File: config.mk
export PLATFORM = sky130hd
export DESIGN_NAME = adc_spi_sequencer_flat
export DESIGN_NICKNAME = d
export VERILOG_FILES = /design/src/rtl/adc_spi_pkg.sv /design/src/rtl/adc_spi_sequencer_if.sv /design/src/rtl/adc_cfg_rom.sv /design/src/rtl/adc_spi_sequencer.sv /design/src/flat_wrapper.sv
export SDC_FILE = /design/constraint.sdc
export NUM_CORES = 1
export LEC_CHECK = 0
export ABC_CLOCK_PERIOD_IN_PS = 4300
export CORE_ASPECT_RATIO = 0.75
export CORE_MARGIN = 2
export CORE_UTILIZATION = 55
export CTS_BUF_LIST = sky130_fd_sc_hd__clkbuf_8
export CTS_CLUSTER_SIZE = 16
export DETAILED_ROUTE_END_ITERATION = 10
export PLACE_DENSITY = 0.93
export SLEW_MARGIN = 20
export SYNTH_ARGS = -nofsm -noshare
export SYNTH_HDL_FRONTEND = slang
export SYNTH_SLANG_ARGS = --single-unit
export TNS_END_PERCENT = 20
File: constraint.sdc
create_clock -name clk_i -period 4.3 [get_ports clk_i]
set_clock_uncertainty 0.1 [all_clocks]
set_input_delay 1.29 -clock clk_i [delete_from_list [all_inputs] [get_ports clk_i]]
set_output_delay 1.29 -clock clk_i [all_outputs]
set_load 0.02 [all_outputs]
File: src/rtl/adc_spi_pkg.sv
// adc_spi_sequencer shared types
// FSM states, init-table entry layout, default table
package adc_spi_pkg;

  typedef enum logic [3:0] {
    IDLE,
    ARB,
    WR,
    WR_WAIT,
    RD,
    RD_WAIT,
    CHK,
    USR,
    USR_WAIT
  } state_e;

  localparam int VERIFY_BIT = 32;
  localparam int READ_BIT   = 15;

  localparam logic [15:0] TMO_RD = 16'hDEAD;

  typedef logic [32:0] entry_t;
  typedef entry_t [31:0] table_t;

  function automatic table_t def_table();
    table_t t;
    t = '0;
    for (int i = 0; i < 32; i++) begin
      t[i] = {1'b1, 8'h00, 8'(16 + i),
              8'h00, 8'(160 + i)};
    end
    return t;
  endfunction

  localparam table_t DEF_TABLE = def_table();

endpackage

File: src/rtl/adc_spi_sequencer_if.sv
// adc_spi_sequencer <-> spi_master bus
// master = sequencer side, slave = spi_master side
interface adc_spi_sequencer_if;

  logic        spi_start_o;
  logic [15:0] spi_wr_h_o;
  logic [15:0] spi_wr_l_o;
  logic [15:0] spi_rd_l_i;
  logic        spi_busy_i;

  modport master (
    output spi_start_o,
    output spi_wr_h_o,
    output spi_wr_l_o,
    input  spi_rd_l_i,
    input  spi_busy_i
  );

  modport slave (
    input  spi_start_o,
    input  spi_wr_h_o,
    input  spi_wr_l_o,
    output spi_rd_l_i,
    output spi_busy_i
  );

endinterface

File: src/rtl/adc_cfg_rom.sv
// adc_cfg_rom: ADC init table
// combinational {verify, h, l} lookup
module adc_cfg_rom
  import adc_spi_pkg::*;
#(
  parameter int     N_CMD = 8,
  parameter table_t TABLE = DEF_TABLE
) (
  input  logic [4:0] idx_i,
  output entry_t     entry_o
);

  // indices past the populated range read as zero
  always_comb begin
    entry_o = '0;
    if ({1'b0, idx_i} < 6'(N_CMD)) begin
      entry_o = TABLE[idx_i];
    end
  end

endmodule

File: src/rtl/adc_spi_sequencer.sv
// adc_spi_sequencer: shares one spi_master
// between the ADC init table and a user port
module adc_spi_sequencer
  import adc_spi_pkg::*;
#(
  parameter int          N_CMD = 8,
  parameter int          RETRY = 3,
  parameter logic [15:0] TMO   = 16'd16384,
  parameter table_t      TABLE = DEF_TABLE
) (
  input  logic                       clk_i,
  input  logic                       rst_i,
  input  logic                       init_start_i,
  output logic                       init_busy_o,
  output logic                       init_done_o,
  output logic                       init_err_o,
  output logic [4:0]                 err_idx_o,
  input  logic                       usr_req_i,
  input  logic [15:0]                usr_wr_h_i,
  input  logic [15:0]                usr_wr_l_i,
  output logic                       usr_ack_o,
  output logic [15:0]                usr_rd_o,
  adc_spi_sequencer_if.master        spi
);

  localparam logic [4:0]  LAST_IDX  = 5'(N_CMD - 1);
  localparam logic [7:0]  RETRY_MAX = 8'(RETRY);
  localparam logic [15:0] TMO_LAST  = TMO - 16'd1;

  state_e      state_q, state_d;
  logic [4:0]  idx_q, idx_d;
  logic [7:0]  retry_q, retry_d;
  logic        busy_q, busy_d;
  logic        done_q, done_d;
  logic        err_q, err_d;
  logic [4:0]  eidx_q, eidx_d;
  logic        rd_pend_q, rd_pend_d;
  logic        seen_q, seen_d;
  logic [15:0] cnt_q, cnt_d;
  logic [15:0] wr_h_q, wr_h_d;
  logic [15:0] wr_l_q, wr_l_d;
  logic        ack_q, ack_d;
  logic [15:0] rd_q, rd_d;

  entry_t entry;
  logic   xfer_done;
  logic   xfer_tmo;
  logic   adv;
  logic   fail;

  adc_cfg_rom #(
    .N_CMD (N_CMD),
    .TABLE (TABLE)
  ) u_rom (
    .idx_i   (idx_q),
    .entry_o (entry)
  );

  // completion: busy seen high, now low; else count toward abort
  assign xfer_done = seen_q & ~spi.spi_busy_i;
  assign xfer_tmo  = ~xfer_done & (cnt_q == TMO_LAST);

  // next state, entry bookkeeping and bus words
  always_comb begin
    state_d   = state_q;
    idx_d     = idx_q;
    retry_d   = retry_q;
    busy_d    = busy_q;
    done_d    = done_q;
    err_d     = err_q;
    eidx_d    = eidx_q;
    rd_pend_d = rd_pend_q;
    seen_d    = seen_q;
    cnt_d     = cnt_q;
    wr_h_d    = wr_h_q;
    wr_l_d    = wr_l_q;
    ack_d     = 1'b0;
    rd_d      = rd_q;
    adv       = 1'b0;
    fail      = 1'b0;

    // a start while a user transfer runs waits in busy_q for ARB
    if (init_start_i && !busy_q) begin
      busy_d  = 1'b1;
      done_d  = 1'b0;
      err_d   = 1'b0;
      eidx_d  = '0;
      idx_d   = '0;
      retry_d = '0;
    end

    if (state_q inside {WR_WAIT, RD_WAIT, USR_WAIT}) begin
      seen_d = seen_q | spi.spi_busy_i;
      cnt_d  = cnt_q + 16'd1;
    end

    unique case (state_q)
      IDLE: begin
        if (usr_req_i || init_start_i || busy_q) begin
          state_d = ARB;
        end
      end
      ARB: begin
        if (rd_pend_q) begin
          rd_pend_d        = 1'b0;
          wr_h_d           = entry[31:16];
          wr_h_d[READ_BIT] = 1'b1;
          wr_l_d           = '0;
          state_d          = RD;
        end else if (usr_req_i && !ack_q) begin
          wr_h_d  = usr_wr_h_i;
          wr_l_d  = usr_wr_l_i;
          state_d = USR;
        end else if (busy_q) begin
          wr_h_d           = entry[31:16];
          wr_h_d[READ_BIT] = 1'b0;
          wr_l_d           = entry[15:0];
          state_d          = WR;
        end else begin
          state_d = IDLE;
        end
      end
      WR, RD, USR: begin
        cnt_d  = 16'd1;
        seen_d = 1'b0;
        unique case (1'b1)
          state_q == WR: state_d = WR_WAIT;
          state_q == RD: state_d = RD_WAIT;
          default:       state_d = USR_WAIT;
        endcase
      end
      WR_WAIT: begin
        if (xfer_done) begin
          state_d = ARB;
          if (entry[VERIFY_BIT]) rd_pend_d = 1'b1;
          else                   adv       = 1'b1;
        end else if (xfer_tmo) begin
          fail    = 1'b1;
          state_d = ARB;
        end
      end
      RD_WAIT: begin
        if (xfer_done) begin
          state_d = CHK;
        end else if (xfer_tmo) begin
          fail    = 1'b1;
          state_d = ARB;
        end
      end
      CHK: begin
        if (spi.spi_rd_l_i[7:0] == entry[7:0]) begin
          adv     = 1'b1;
          state_d = ARB;
        end else if (retry_q < RETRY_MAX) begin
          retry_d          = retry_q + 8'd1;
          wr_h_d           = entry[31:16];
          wr_h_d[READ_BIT] = 1'b0;
          wr_l_d           = entry[15:0];
          state_d          = WR;
        end else begin
          fail    = 1'b1;
          state_d = ARB;
        end
      end
      USR_WAIT: begin
        if (xfer_done) begin
          ack_d   = 1'b1;
          rd_d    = spi.spi_rd_l_i;
          state_d = ARB;
        end else if (xfer_tmo) begin
          ack_d   = 1'b1;
          rd_d    = TMO_RD;
          state_d = ARB;
        end
      end
      default: state_d = IDLE;
    endcase

    if (adv) begin
      retry_d = '0;
      if (idx_q == LAST_IDX) begin
        busy_d = 1'b0;
        done_d = 1'b1;
      end else begin
        idx_d = idx_q + 5'd1;
      end
    end

    if (fail) begin
      busy_d = 1'b0;
      err_d  = 1'b1;
      eidx_d = idx_q;
    end
  end

  // state and datapath registers, synchronous reset
  always_ff @(posedge clk_i) begin
    if (rst_i) begin
      state_q   <= IDLE;
      idx_q     <= '0;
      retry_q   <= '0;
      busy_q    <= 1'b0;
      done_q    <= 1'b0;
      err_q     <= 1'b0;
      eidx_q    <= '0;
      rd_pend_q <= 1'b0;
      seen_q    <= 1'b0;
      cnt_q     <= '0;
      wr_h_q    <= '0;
      wr_l_q    <= '0;
      ack_q     <= 1'b0;
      rd_q      <= '0;
    end else begin
      state_q   <= state_d;
      idx_q     <= idx_d;
      retry_q   <= retry_d;
      busy_q    <= busy_d;
      done_q    <= done_d;
      err_q     <= err_d;
      eidx_q    <= eidx_d;
      rd_pend_q <= rd_pend_d;
      seen_q    <= seen_d;
      cnt_q     <= cnt_d;
      wr_h_q    <= wr_h_d;
      wr_l_q    <= wr_l_d;
      ack_q     <= ack_d;
      rd_q      <= rd_d;
    end
  end

  assign spi.spi_start_o = state_q inside {WR, RD, USR};
  assign spi.spi_wr_h_o  = wr_h_q;
  assign spi.spi_wr_l_o  = wr_l_q;

  assign init_busy_o = busy_q;
  assign init_done_o = done_q;
  assign init_err_o  = err_q;
  assign err_idx_o   = eidx_q;
  assign usr_ack_o   = ack_q;
  assign usr_rd_o    = rd_q;

endmodule

File: src/flat_wrapper.sv
// flat-port wrapper written by rule: the top's interface ports become plain ports
module adc_spi_sequencer_flat import adc_spi_pkg::*;
#(
  parameter int          N_CMD = 8,
  parameter int          RETRY = 3,
  parameter logic [15:0] TMO   = 16'd16384,
  parameter table_t      TABLE = DEF_TABLE
)
  (clk_i, rst_i, init_start_i, init_busy_o, init_done_o, init_err_o, err_idx_o, usr_req_i, usr_wr_h_i, usr_wr_l_i, usr_ack_o, usr_rd_o, spi_spi_start_o, spi_spi_wr_h_o, spi_spi_wr_l_o, spi_spi_rd_l_i, spi_spi_busy_i);
  adc_spi_sequencer_if spi_i ();
  input  logic clk_i;
  input  logic rst_i;
  input  logic init_start_i;
  output logic init_busy_o;
  output logic init_done_o;
  output logic init_err_o;
  output logic [4:0] err_idx_o;
  input  logic usr_req_i;
  input  logic [15:0] usr_wr_h_i;
  input  logic [15:0] usr_wr_l_i;
  output logic usr_ack_o;
  output logic [15:0] usr_rd_o;
  output wire logic [$bits(spi_i.spi_start_o)-1:0] spi_spi_start_o;
  output wire logic [$bits(spi_i.spi_wr_h_o)-1:0] spi_spi_wr_h_o;
  output wire logic [$bits(spi_i.spi_wr_l_o)-1:0] spi_spi_wr_l_o;
  input wire logic [$bits(spi_i.spi_rd_l_i)-1:0] spi_spi_rd_l_i;
  input wire logic [$bits(spi_i.spi_busy_i)-1:0] spi_spi_busy_i;
  assign spi_spi_start_o = spi_i.spi_start_o;
  assign spi_spi_wr_h_o = spi_i.spi_wr_h_o;
  assign spi_spi_wr_l_o = spi_i.spi_wr_l_o;
  assign spi_i.spi_rd_l_i = spi_spi_rd_l_i;
  assign spi_i.spi_busy_i = spi_spi_busy_i;
  adc_spi_sequencer #(.N_CMD(N_CMD), .RETRY(RETRY), .TMO(TMO), .TABLE(TABLE)) u_core (.clk_i(clk_i), .rst_i(rst_i), .init_start_i(init_start_i), .init_busy_o(init_busy_o), .init_done_o(init_done_o), .init_err_o(init_err_o), .err_idx_o(err_idx_o), .usr_req_i(usr_req_i), .usr_wr_h_i(usr_wr_h_i), .usr_wr_l_i(usr_wr_l_i), .usr_ack_o(usr_ack_o), .usr_rd_o(usr_rd_o), .spi(spi_i));
endmodule
Word-level counts from Yosys, hierarchy flattened
Memory sizes are Yosys's and may differ from the RTL's. A register that Yosys moved wholly into a read port is not among the register bits. Cells that the tools add are included.

Bitwise logic cells: 6. Reduce and logical (&&, ||, !) cells: 24. Add/sub/neg operators: 3. Mux-type cells: 60. Equal/unequal tests: 17. Magnitude comparators: 3.

Operators by type and width (number): $mux 16 (12); $mux 33 (2); $pmux 16 s2 (2); $mux 8 (4); $mux 5 (6); $mux 4 (7); $pmux 4 s6 (1); $mux 1 (20); $add 16x1->16 const B (1); $eq 16x14->1 const B (1); $eq 4x3->1 const B (4); $reduce_bool 2->1 (5); $reduce_or 2->1 (5); $add 8x1->8 const B (1); $eq 4x2->1 const B (2); $eq 8x8->1 (1); $lt 8x2->1 const B (1); $ne 2x1->1 const B (4); $pmux 4 s2 (1); $lt 5x6->1 const B (1); $pmux 1 s2 (3); $reduce_bool 3->1 (2); $add 5x1->5 const B (1); $eq 5x3->1 const B (1); 18 further kinds (25).

Logic and storage cells: 129. Input bits: 53. ROM bits: 1056. Memories: 1. Flip-flop bits (word level): 92.

Memories: (no name shown) (depth 32, bits a word 33, read ports 1, clocked after memory_dff 1, wr ports 0, line adc_cfg_rom.sv:17) `entry_o = TABLE[idx_i];`.

Depth between registers and ports, before layout
Word-level depth: 8. Depth in mapped cells: 10.

Hierarchy
Synthesis repeated with hierarchy kept, for this count alone.

Cells, all modules: 512. Area total of the unflattened synthesis: 4729.5 µm².

By module, submodules not included: adc_spi_sequencer (sequential area each 1841.8 µm², cells each 478, area each 4481.8 µm², instances 1); adc_cfg_rom (sequential area each 0.0 µm², cells each 34, area each 247.7 µm², instances 1).

Least setup slack after synthesis
OpenSTA, ideal clock, no wires.

Kind: input port to flip-flop. Start: input port usr_req_i. End: register u_core.wr_h_q[10] (netlist: u_core.spi.spi_wr_h_o[10]). Data arrival time: 2.734 ns. Stages: 7. Path slack: 1.392 ns. Path buffers: 3. Path through: nor2b_1 clkbuf_1 o311ai_1 buf_2 clkbuf_1 nand4b_1 o21ai_0.

Cells in the longest elaborated chain, start to end: 4. Elaborated cells between the ends (all ways): 6. Classes of those cells: eq/ne (1); mux (3); reduce/logical (2).

RTL lines: start: declaration (line flat_wrapper.sv:18) `input logic usr_req_i;`; $logic_and 1x1->1 (*) (line adc_spi_sequencer.sv:110) `end else if (usr_req_i && !ack_q) begin`; $mux 16 (line adc_spi_sequencer.sv:110); $mux 16 (line adc_spi_sequencer.sv:104) `if (rd_pend_q) begin`; $pmux 16 s2 (line adc_spi_sequencer.sv:97) `unique case (state_q)`; end signal: assignment (line adc_spi_sequencer.sv:224) `wr_h_q <= wr_h_d;`; end: declaration (line adc_spi_sequencer.sv:40) `logic [15:0] wr_h_q, wr_h_d;`.

Mark *: on every way between the ends. The rest lies on a longest branch, timed or not. A chain may end at the register's enable or synchronous reset.

Worst setup path after layout
Start: register u_core.state_q[1]. End: output port spi_spi_start_o.

Cells in the longest elaborated chain, start to end: 2. Elaborated cells between the ends (all ways): 4. Classes of those cells: eq/ne (3); reduce/logical (1).

RTL lines: start: declaration (line adc_spi_sequencer.sv:30) `state_e state_q, state_d;`; start signal: assignment (line adc_spi_sequencer.sv:214) `state_q <= state_d;`; $eq 4x2->1 / $eq 4x3->1 (equally long branches) (line adc_spi_sequencer.sv:231) `assign spi.spi_start_o = state_q inside {WR, RD, USR};`; $reduce_bool 3->1 (*) (line adc_spi_sequencer.sv:231); end: declaration (line flat_wrapper.sv:23) `output wire logic [$bits(spi_i.spi_start_o)-1:0] spi_spi_start_o;`.

Marks and branches as above.

==> flow_summary_export.csv <==
group,metric,value,unit
clocking,cts_tree,"built",
grt,antenna_found_initial,0,
finish,antenna_cells,0,
drt,vias_per_cell,5.95,
timing,max_freq,272,MHz
timing,drv_slew,0,
grt,grt_pass1_wl,19000,µm
die,dieHeight,81.3,µm
critical_path,crit_end,"spi_spi_start_o",
critical_path,rr_endpoint,"u_core.spi.spi_wr_l_o[15]",
outcome,outcome,"completed",
yosys,ys_seq_elements,94,
yosys,synthArstFlopShare,0,%
critical_path,cp-startpoint,"u_core.state_q[1]",
clocking,cts_max_level,3,
yosys,syn_inst,511,
critical_path,cpPeakStageDelay,0.67,ns
critical_path,ff2ff_setup_slack,1.55,ns
yosys,synthDistinctLibCells,66,
grt,track_usage,27.6,%
timing,setup_viol,0,
timing,min_period,3.67,ns
critical_path,cp-end-kind,"output port",
finish,drive_gt1_share,8.39,%
critical_path,critical_path_buf_inv_count,1,
yosys,synthFlopType,"dfxtp_1",
clocking,clockBufferDepth,2,
drt,antenna_left,0,
pwr,pwr_density_cell,330,nW/µm²
clocking,cts-root-buf,"clkbuf_8",
yosys,yosysWarnings,0,
timing,max_slew_margin,42.5,%
drt,vias,4242,
finish,final_cell_area,5700,µm²
grt,gr-total-overflow,0,
critical_path,crit_path_start_kind,"register",
yosys,synth_top_area_share,43.0,%
die,core,7810,µm²
finish,n_fill_cell,589,
critical_path,cp_slowest_cell,"clkdlybuf4s50_1",
clocking,cts_resized,0,
pwr,peakVddDrop,180,µV
timing,rsz0062_at_grt,"no",
place,dpl_cell_area,5490,µm²
yosys,synth_seq_area_share,43.0,%
critical_path,path_class,"register to output port",
critical_path,cp_top_family,"buffers and inverters",
critical_path,crit_path_max_fanout,14,
place,io_buffers,110,
pwr,finalPower,1.88,mW
yosys,syn_area,4380,µm²
die,die_x,107,µm
clocking,cts_buffers,9,
die,dieArea,8690,µm²
drt,drt_wl_total,11900,µm
critical_path,critPathArrivalTime,2.28,ns
grt,grt_pass1_vias,3930,
job,cap_violations,0,
clocking,cts.hold.buffers_added,0,
finish,syn2layout_area_growth,30.1,%
pwr,power.leakage,1.99,nW
die,pin_count,111,
clocking,cts.sinks,94,
die,rows,28,
die,start_util,56.0,%
grt,grt_max_degree,57,
clocking,clkLatencyLatePin,0.35,ns
yosys,synth_nets,567,
critical_path,crit_chain,"nand2b_1 > nor2_1 > a21oi_1 > nor2_1 > clkdlybuf4s50_1",
clocking,clk_pin_slew_worst_paths,0.09,ns
critical_path,cp_num_cells,5,
yosys,synthTopCellsByArea,"dfxtp_1, nor2_1, nand2_1",
drt,wl_per_cell,16.6,µm
critical_path,worstPathRequired,2.91,ns
critical_path,rr_startpoint,"u_core.idx_q[2]",
drt,drt_pass1_iterations,7,
yosys,avgSynthCellArea,8.56,µm²
timing,final-hold-violation-count,0,
timing,fin_tns_setup,0,ns
critical_path,crit_top_cell,"nor2_1",
timing,fin_crit_sh,85.4,%
yosys,synth_edf_count,0,
min_path,hold_class,"register to register",
yosys,yosysTopAreaCell,"dfxtp_1",
place,dp_hpwl,8380,µm
place,routabilityCongestion,0.888,
drt,drc,0,
critical_path,rr_worst_depth,7,
finish,nets,660,
timing,worst_pin_slew,0.859,ns
drt,drt_iter0_markers,471,
clocking,post-cts-setup-buffers,0,
power by group:
part,total [mW],leakage (nW),internal (mW),switching [mW]
registers,0.938,0.761,0.904,0.0340
clock network,0.613,0.110,0.320,0.293
logic,0.332,1.11,0.155,0.177
total,1.88,1.99,1.38,0.504
flip-flops by register name (all words and copies together) (netlist names), named ones only:
name	cells
u_core.err_idx_o	5
u_core.spi.spi_wr_l_o	16
u_core.usr_rd_o	16
u_core.state_q	4
u_core.idx_q	5
u_core.init_done_o	1
u_core.usr_ack_o	1
u_core.init_busy_o	1
u_core.spi.spi_wr_h_o	16
u_core.cnt_q	16
u_core.init_err_o	1
u_core.rd_pend_q	1
u_core.retry_q	8
u_core.seen_q	1
layout by cell type (no fill, tap or decap), drive strengths merged, types with 10 or more instances in the layout:
cell type	Yosys	layout
nand2	58	58
inv	16	17
clkdlybuf4s50	0	109
nand4b	14	14
nand4	15	15
a21oi	14	14
o21ai	32	32
dfxtp	94	94
xor2	13	13
nor2	73	73
nand3	10	10
nor3	20	20
a211oi	13	13
how the worst min path moves through the flow:
stage | startpoint | to | slack, ns | depth (start not counted)
floorplan | u_core.retry_q[5] | u_core.retry_q[5] | 0.32 | 1
global placement | u_core.retry_q[5] | u_core.retry_q[5] | 0.34 | 1
detailed placement | u_core.retry_q[5] | u_core.retry_q[5] | 0.35 | 1
CTS | u_core.err_idx_o[2] | u_core.err_idx_o[2] | 0.37 | 2
global route | u_core.spi.spi_wr_h_o[0] | u_core.spi.spi_wr_h_o[0] | 0.38 | 2
finish | u_core.err_idx_o[2] | u_core.err_idx_o[2] | 0.36 | 2
routing by layer:
layer | vias up | global-route usage (%) | routed length (µm)
li1 | 2001 | - | -
met1 | 2009 | 38.1 | 5260
met2 | 213 | 43.3 | 5420
met3 | 19 | 6.42 | 1020
met4 | 0 | 8.18 | 160
met5 | - | 0 | 0
Yosys cell counts, drive strengths merged, types with 5 or more instances:
cell	number
buf	17
inv	16
o21ai	32
nand2	58
nor3	20
nand4b	14
a22oi	7
a21oi	14
dfxtp	94
nand2b	7
nand3	10
nor2b	5
mux2i	7
a211oi	13
xnor2	9
nor4	6
nand4	15
nor2	73
xor2	13
clkbuf	18
and2	7
o22ai	8
a221oi	6
final cells by class:
| class | count | area [µm²] | area share, % |
|---|---|---|---|
| Clock buffer | 9 | 124 | 2.17 |
| Sequential cell | 94 | 1880 | 33.0 |
| Timing Repair Buffer | 117 | 1150 | 20.2 |
| Clock inverter | 6 | 78.8 | 1.38 |
| Inverter | 16 | 60.1 | 1.05 |
| Tap cell | 105 | 131 | 2.31 |
| Multi-Input combinational cell | 366 | 2270 | 39.9 |
cell families (layout without fill, tap and decap cells):
group / count (synthesis) / count (layout) / synth area share (%)
AOI/OAI and AO/OA: 104 / 104 / 17.6
xor gates and xnor gates: 22 / 22 / 4.40
adders and majority gates: 3 / 3 / 0.858
buffers and inverters: 51 / 148 / 5.66
DFF: 94 / 94 / 43.0
muxes: 7 / 7 / 1.60
and+or+nand+nor: 230 / 230 / 26.9
stage by stage:
stage	worst slack [ns]	hold slack, ns	instances	utilization, %
2_1_floorplan	1.39	0.321	511	-
3_3_place_gp	0.588	0.336	698	70.3
3_5_place_dp	0.446	0.347	698	70.3
4_1_cts	0.660	0.366	713	72.9
5_1_grt	0.525	0.383	713	72.9
6_report	0.629	0.364	713	72.9
worst reg2reg max path, stage by stage (launching register included):
cell	delay [ns]
dfxtp_1	0.46
or2_2	0.36
a211oi_1	0.35
o21ai_2	0.14
o211ai_2	0.18
and2_1	0.56
buf_4	0.34
o21ai_0	0.15
No activity file was read; power rests on OpenSTA's default activity.
